[src/rtl/addrc_lane_engine.sv]
// Add-round-constant engine: walks lanes of an external single-port state RAM,
// XORing each processed lane with a round constant latched at start.
// Modes: a single fixed target lane, or every lane 0..NUM_LANES-1 in order.
// Every output is a flop loaded from the next-state decode. Each output
// therefore changes in the same cycle as the state it belongs to.
module addrc_lane_engine #(
  parameter int unsigned LANE_W      = 64,
  parameter int unsigned NUM_LANES   = 25,
  parameter int unsigned ADDR_W      = 5,
  parameter int unsigned TARGET_LANE = 0
) (
  input  logic              clk,
  input  logic              rst,
  input  logic              start,
  input  logic              mode_all,
  input  logic [LANE_W-1:0] rc,
  output logic [ADDR_W-1:0] mem_addr,
  output logic              mem_rd,
  input  logic [LANE_W-1:0] mem_rdata,
  output logic              mem_wr,
  output logic [LANE_W-1:0] mem_wdata,
  output logic              busy,
  output logic              done
);

  localparam logic [ADDR_W-1:0] LAST_IDX = ADDR_W'(NUM_LANES - 1);
  localparam logic [ADDR_W-1:0] TGT_IDX  = ADDR_W'(TARGET_LANE);

  typedef enum logic [2:0] {
    S_IDLE = 3'd0,
    S_RD   = 3'd1,
    S_XOR  = 3'd2,
    S_WR   = 3'd3,
    S_DONE = 3'd4
  } state_t;

  state_t              state_q, state_d;
  logic [ADDR_W-1:0]   idx_q, idx_d;
  logic [LANE_W-1:0]   rc_q, rc_d;
  logic                mode_q, mode_d;

  logic [ADDR_W-1:0]   addr_d;
  logic                rd_d;
  logic                wr_d;
  logic [LANE_W-1:0]   wdata_d;
  logic                busy_d;
  logic                done_d;

  // Next-state, lane index and latches, then outputs decoded from the next state
  always_comb begin
    state_d = state_q;
    idx_d   = idx_q;
    rc_d    = rc_q;
    mode_d  = mode_q;

    case (state_q)
      S_IDLE: begin
        if (start) begin
          rc_d    = rc;
          mode_d  = mode_all;
          idx_d   = mode_all ? '0 : TGT_IDX;
          state_d = S_RD;
        end
      end
      S_RD:  state_d = S_XOR;
      S_XOR: state_d = S_WR;
      S_WR: begin
        if (!mode_q || (idx_q == LAST_IDX)) begin
          state_d = S_DONE;
        end else begin
          idx_d   = idx_q + ADDR_W'(1);
          state_d = S_RD;
        end
      end
      S_DONE:  state_d = S_IDLE;
      default: state_d = S_IDLE;
    endcase

    rd_d    = (state_d == S_RD);
    wr_d    = (state_d == S_WR);
    addr_d  = (rd_d || wr_d) ? idx_d : '0;
    // Read data is valid during XOR; capture the XORed lane for the WR cycle
    wdata_d = (state_d == S_WR) ? (mem_rdata ^ rc_q) : '0;
    busy_d  = (state_d != S_IDLE);
    done_d  = (state_d == S_DONE);
  end

  // State, latches and registered outputs with synchronous reset
  always_ff @(posedge clk) begin
    if (rst) begin
      state_q   <= S_IDLE;
      idx_q     <= '0;
      rc_q      <= '0;
      mode_q    <= 1'b0;
      mem_addr  <= '0;
      mem_rd    <= 1'b0;
      mem_wr    <= 1'b0;
      mem_wdata <= '0;
      busy      <= 1'b0;
      done      <= 1'b0;
    end else begin
      state_q   <= state_d;
      idx_q     <= idx_d;
      rc_q      <= rc_d;
      mode_q    <= mode_d;
      mem_addr  <= addr_d;
      mem_rd    <= rd_d;
      mem_wr    <= wr_d;
      mem_wdata <= wdata_d;
      busy      <= busy_d;
      done      <= done_d;
    end
  end

endmodule

[config.mk]
export PLATFORM = sky130hd
export DESIGN_NAME = addrc_lane_engine
export DESIGN_NICKNAME = d
export VERILOG_FILES = /design/src/rtl/addrc_lane_engine.sv
export SDC_FILE = /design/constraint.sdc
export NUM_CORES = 1
export LEC_CHECK = 0
export ABC_CLOCK_PERIOD_IN_PS = 2500
export CAP_MARGIN = 10
export CORE_AREA = 2 2 109 111
export CTS_CLUSTER_DIAMETER = 30
export DETAILED_ROUTE_END_ITERATION = 8
export DIE_AREA = 0 0 111 113
export GPL_TIMING_DRIVEN = 0
export MAX_ROUTING_LAYER = met4
export PLACE_DENSITY_LB_ADDON = 0.12
export SLEW_MARGIN = 15
export SYNTH_ARGS = -nofsm -noshare
export SYNTH_HDL_FRONTEND = slang
export SYNTH_SLANG_ARGS = --single-unit
[constraint.sdc]
create_clock -name clk -period 2.5 [get_ports clk]
set_input_delay 0.375 -clock clk [delete_from_list [all_inputs] [get_ports clk]]
set_output_delay 0.375 -clock clk [all_outputs]
set_load 0.05 [all_outputs]
==> results of run 1 <==
==> area by class of cell <==
cell class	instances	area, um^2	area share [%]
Buffer	33	206	2.62
Clock buffer	19	433	5.48
Clock inverter	13	114	1.44
Inverter	8	30.0	0.380
Multi-Input combinational cell	367	1970	24.9
Sequential cell	146	2920	37.0
Tap cell	143	179	2.27
Timing Repair Buffer	204	2040	25.9
==> logic make-up after synthesis <==
family | count (synthesis)
XOR/XNOR | 65
adder cells (fa/ha/maj) | 2
AO/OA/AOI/OAI | 84
flip-flops | 146
AND/OR/NAND/NOR | 216
buffers and inverters | 41
==> synth_stat cells <==
library cell	instances
dfxtp_1	146
nand2_1	130
a21oi_1	75
nor2_1	67
xnor2_1	65
buf_2	12
clkbuf_1	10
inv_1	8
buf_6	7
o211ai_2	5
buf_4	4
nand3_1	4
and4b_1	2
ha_1	2
nand2b_1	2
nand3b_1	2
or3_1	2
a21o_1	1
a32oi_1	1
nand4b_1	1
nand4b_4	1
nor3_1	1
nor3b_1	1
nor4b_2	1
o211ai_1	1
o21ba_2	1
or4_1	1
or4b_4	1
==> registers in the layout (all words and copies together), names as in the netlist, 3 cells and up <==
register and cells:
idx_q 5, mem_addr 5, mem_wdata 64, rc_q 64, state_q 3
==> how the worst max path moves through the flow <==
stage / from / endpoint / cells after the start
after floorplan: idx_q[0] / idx_q[2] / 5
after global placement: rst / busy / 5
after detailed placement: rst / busy / 5
after CTS: mem_wdata[60] / mem_wdata[60] / 1
after global routing: mem_wdata[61] / mem_wdata[61] / 1
final: mem_wdata[1] / mem_wdata[1] / 1
==> power by group <==
group,switching [W],internal (W)
logic,0.000542,0.000496
registers,0.0000786,0.00248
clock network,0.000952,0.00136
==> metal layers <==
metal / global-route usage (%) / vias up
met5: - / -
met2: 34.7 / 153
met4: 9.58 / 0
li1: - / 2210
met3: 5.95 / 21
met1: 24.6 / 1972
==> stage by stage <==
stage                     hold slack [ns]  total power, W  setup slack, ns  utilization [%]
final                               0.466         0.00591            0.576             70.0
after floorplan                     0.449         0.00321            0.998                -
after global placement              0.456         0.00363            0.263             65.2
after global routing                0.480         0.00615            0.524             70.0
after CTS                           0.469         0.00597            0.557             70.0
after detailed placement            0.461         0.00365            0.222             65.2
==> run_results.csv, run 1 <==
group,metric,value,unit
synth,synth.area.top_cells,"dfxtp_1 57%, xnor2_1 11%, nand2_1 9.5%, a21oi_1 7.3%, nor2_1 4.9%",
clock_tree,clockRootBuffer,"clkbuf_16",
worst_setup_path,cp_data_arrival_time,1.55,ns
power,peakVddDrop,0.471,mV
synth,synthMuxAreaShare,0,%
worst_hold_path,hp-class,"flop to flop",
layout,area_delta_synth_final,54.0,%
floorplan,initial_utilization,45.5,%
clock_tree,tritoncts,"built",
global_routing,grt_overflow,0,
worst_setup_path,cp-start-kind,"flop",
timing,hold_violations,0,
routing,drt-pass1-iter-count,5,
clock_tree,worstSkewPairLatency,0.41,ns
synth,syn_nets,688,
layout,final_cell_mix,"204 x clkdlybuf4s50_1, 146 x dfxtp_1, 130 x nand2_1",
worst_setup_path,critPathKind,"flop to output pin",
timing,relSlewSlack,54.5,%
routing,drc,0,
worst_setup_path,critPathMaxStageDelay,0.84,ns
routing,drt_iter0_drc,126,
global_routing,grt_pass1_vias,4316,
layout,instances_no_fill,933,
routing,antenna_left,0,
clock_tree,cts_setup_buffers,0,
flow_run,maxCapViolCount,0,
floorplan,rows,39,
timing,finClkSkew,0.00750,ns
worst_setup_path,path_max_fanout,1,
layout,final_common_cell,"clkdlybuf4s50_1",
synth,synth_top_family_by_area,"simple AND/OR/NAND/NOR gates",
global_routing,grt.total_usage,21.3,%
synth,ys.warnings.count,0,
placed_design,dp_hpwl,9580,um
floorplan,die_area,12500,um^2
routing,totalWireLength,12900,um
routing,wl_met3,841,um
run_status,status,"complete, no violations",
power,p_per_area,749,nW/um^2
synth,ys_seq_area_share,57.0,%
worst_setup_path,end_kind,"output pin",
clock_tree,cts_resized,0,
synth,synth-seq-cells,146,
worst_setup_path,cp_cell_sequence,"clkdlybuf4s50_1",
worst_hold_path,whs_path_depth,2,
worst_setup_path,reg2reg_to,"mem_addr[2]",
synth,synthXorXnorAreaFrac,11.1,%
clock_tree,clk_pin_slew,0.06,ns
synth,avgSynthCellArea,9.25,um^2
clock_tree,clock_path_buffers,2,
global_routing,grt_max_degree,17,
layout,nFillCells,855,
synth,synth_compound_area_share,9.20,%
worst_hold_path,hp-start,"rc_q[60]",
worst_setup_path,timing.rr.start,"idx_q[0]",
timing,fin_crit,1.92,ns
clock_tree,clkSinkCount,146,
global_routing,grt_first_pass_wirelength,20400,um
worst_setup_path,critical_path_required,2.12,ns
clock_tree,cts_buffers,17,
timing,rsz0062_at_grt,"no",
timing,timing.fmax,0.520,GHz
timing,final.period_utilization,77.0,%
synth,synth.largest_area_cell,"dfxtp_1",
clock_tree,hold_buffers,0,
worst_hold_path,holdPathEnd,"rc_q[60]",
layout,n_antenna_cell,0,
timing,finalSetupViolations,0,
placed_design,placed_cell_area,7350,um^2
layout,drive_gt1_share,7.85,%
synth,yosysTopAreaCellShare,57.0,%
timing,maxSlewViolCount,0,
routing,vias,4356,
floorplan,ioPinCount,205,
placed_design,portBuffers,204,
routing,wl_per_cell,13.8,um
synth,synth_adder_area_share,0.488,%
global_routing,antenna_found_initial,0,
floorplan,die_w,111,um
worst_setup_path,ff2ff_setup_slack,0.86,ns
timing,tns,0,ns
placed_design,gp_congestion,0.801,
synth,yosys.area_share.simple,17.6,%
routing,highest_layer,"met4",
layout,nNetsFinal,911,
worst_setup_path,critPathSlowestCell,"clkdlybuf4s50_1",
synth,synth_cell_type_count,28,
worst_setup_path,cp_top_family,"buffers and inverters",
layout,finalInstanceArea,7890,um^2
timing,worst_slew_pin_slew,0.683,ns
floorplan,core,11300,um^2
placed_design,numPlacedInstances,901,
worst_setup_path,r2r_cells,5,
worst_setup_path,cp.buffers_inverters,1,
synth,netlist_instances,554,
clock_tree,htree_levels,4,
routing,avgViaCountPerCell,4.67,
power,leakage,2.94,nW
floorplan,die_h,113,um
routing,dr_wl_met2,6100,um
routing,drt-met1-wl,5710,um
synth,synth_area,5130,um^2
Power figures use the tool's default switching activity.
==> inputs of run 2 (changes only) <==
ABC_CLOCK_PERIOD_IN_PS = 2000   (was 2500)
CORE_AREA = 2 2 113 115   (was 2 2 109 111)
DIE_AREA = 0 0 115 117   (was 0 0 111 113)
clock period = 2 ns   (was 2.5 ns; I/O delays follow)
==> run 2 against run 1 <==
  * Critical path depth unchanged
  * Hold slack got worse by 0.035 ns
  * Largest power group unchanged
  * Combinational power increased by 24%
==> run_results.csv, run 2 (same netlist as run 1, synthesis figures left out) <==
group,metric,value,unit
run_status,status,"complete, no violations",
worst_setup_path,critPathKind,"flop to output pin",
routing,drt-pass1-iter-count,4,
global_routing,grt_overflow,0,
power,peakVddDrop,0.510,mV
global_routing,grt_first_pass_wirelength,19900,um
timing,maxSlewViolCount,0,
worst_setup_path,worstSetupPathDepth,1,
placed_design,portBuffers,204,
global_routing,grt.total_usage,20.0,%
layout,regArea,2920,um^2
global_routing,grt_pass1_vias,4245,
layout,final_common_cell,"clkdlybuf4s50_1",
floorplan,die_h,117,um
routing,drc,0,
worst_hold_path,hp-class,"input port to flop",
clock_tree,clkSinkCount,146,
worst_setup_path,cp.buffers_inverters,1,
clock_tree,clock_path_buffers,2,
timing,rsz0062_at_grt,"no",
routing,totalWireLength,12900,um
routing,drt_iter0_drc,176,
layout,n_antenna_cell,0,
worst_setup_path,critical_path_required,1.70,ns
worst_setup_path,critPathMaxStageDelay,0.82,ns
clock_tree,htree_levels,4,
placed_design,gp_congestion,0.812,
floorplan,core,12300,um^2
layout,reg_top3,"mem_wdata x64, rc_q x64",
floorplan,die_w,115,um
placed_design,dp_hpwl,9690,um
routing,vias,4347,
worst_setup_path,r2r_cells,5,
worst_setup_path,path_max_fanout,1,
clock_tree,hold_buffers,0,
layout,final_cell_mix,"204 x clkdlybuf4s50_1, 146 x dfxtp_1, 130 x nand2_1",
global_routing,antenna_found_initial,0,
layout,area_delta_synth_final,54.3,%
layout,final_core_util,64.2,%
timing,tns,0,ns
layout,multi_input_area,1970,um^2
timing,finClkSkew,0.00597,ns
timing,relSlewSlack,56.4,%
worst_hold_path,whs_path_depth,3,
layout,nFillCells,1041,
floorplan,rows,41,
clock_tree,cts_setup_buffers,0,
timing,final.period_utilization,92.6,%
clock_tree,clk_pin_slew,0.06,ns
layout,instances_no_fill,937,
clock_tree,cts_resized,0,
placed_design,numPlacedInstances,908,
routing,wl_per_cell,13.8,um
power,leakage,2.96,nW
power,power.total,0.00744,W
timing,worst_slew_pin_slew,0.654,ns
floorplan,ioPinCount,205,
layout,drive_gt1_share,7.50,%
clock_tree,tritoncts,"built",
clock_tree,clockRootBuffer,"clkbuf_16",
global_routing,grt_max_degree,17,
layout,nNetsFinal,911,
routing,avgViaCountPerCell,4.64,
timing,fin_crit,1.85,ns
worst_setup_path,end_kind,"output pin",
floorplan,die_area,13500,um^2
worst_setup_path,cp_cell_sequence,"clkdlybuf4s50_1",
floorplan,initial_utilization,41.6,%
worst_setup_path,cp_top_family,"buffers and inverters",
clock_tree,cts_buffers,17,
timing,timing.fmax,0.540,GHz
timing,finalSetupViolations,0,
routing,antenna_left,0,
timing,hold_violations,0,
flow_run,maxCapViolCount,0,
worst_setup_path,cp-start-kind,"flop",
worst_setup_path,cp_data_arrival_time,1.55,ns
power,p_per_area,941,nW/um^2
worst_setup_path,critPathSlowestCell,"clkdlybuf4s50_1",
clock_tree,worstSkewPairLatency,0.42,ns
==> run 2: cell types whose count changed in the layout (fill, tap and decap cells not counted) <==
cell / change
clkbuf_8: +5
clkinv_2: -1
clkinv_4: -2
clkinvlp_4: -4
inv_6: -1
==> run 2: final cells by class <==
cell class / instances / share of cell area, %
well taps: 150 / 2.37
inverters: 8 / 0.380
repair buffers: 204 / 25.8
multi-input cells: 367 / 24.9
plain buffers: 33 / 2.61
flip-flops and latches: 146 / 37.0
clock inverters: 5 / 0.664
clock buffers: 24 / 6.34
==> run 2: per-layer routing <==
metal | vias up | part of all wire [%] | global-route usage [%]
li1 | 2210 | - | -
met1 | 1971 | 40 | 20.6
met2 | 143 | 50 | 35.3
met3 | 23 | 7.2 | 6.28
met4 | 0 | 2.5 | 8.59
met5 | - | 0 | -
==> run 2: final timing paths <==
check | start | end | slack, ns
hold reg to reg | rc_q[46] | rc_q[46] | 0.47
setup / recovery | mem_wdata[1] | mem_wdata[1] | 0.15
hold / removal | rc[63] | rc_q[63] | 0.43
setup reg to reg | idx_q[0] | mem_addr[2] | 0.33
==> run 2: where the power goes <==
group	switching (W)	total (W)	internal [W]	leakage, nW
Sequential	0.0000959	0.00319	0.00310	1.19
Clock	0.00111	0.00296	0.00185	0.274
Combinational	0.000672	0.00129	0.000620	1.49
==> run 2: stage by stage <==
step	hold WS (ns)	worst slack (ns)	instance area [um^2]
floorplan	0.436	0.498	5130
detailed placement	0.459	-0.188	7360
global placement	0.454	-0.207	7360
global route	0.419	0.0991	7910
CTS	0.417	0.128	7910
finish	0.431	0.149	7910
==> inputs of run 3 (changes only) <==
SLEW_MARGIN = 0   (was 15)
==> results of run 3 <==
The final DEF is identical to that of run 2; final timing and power are the same.
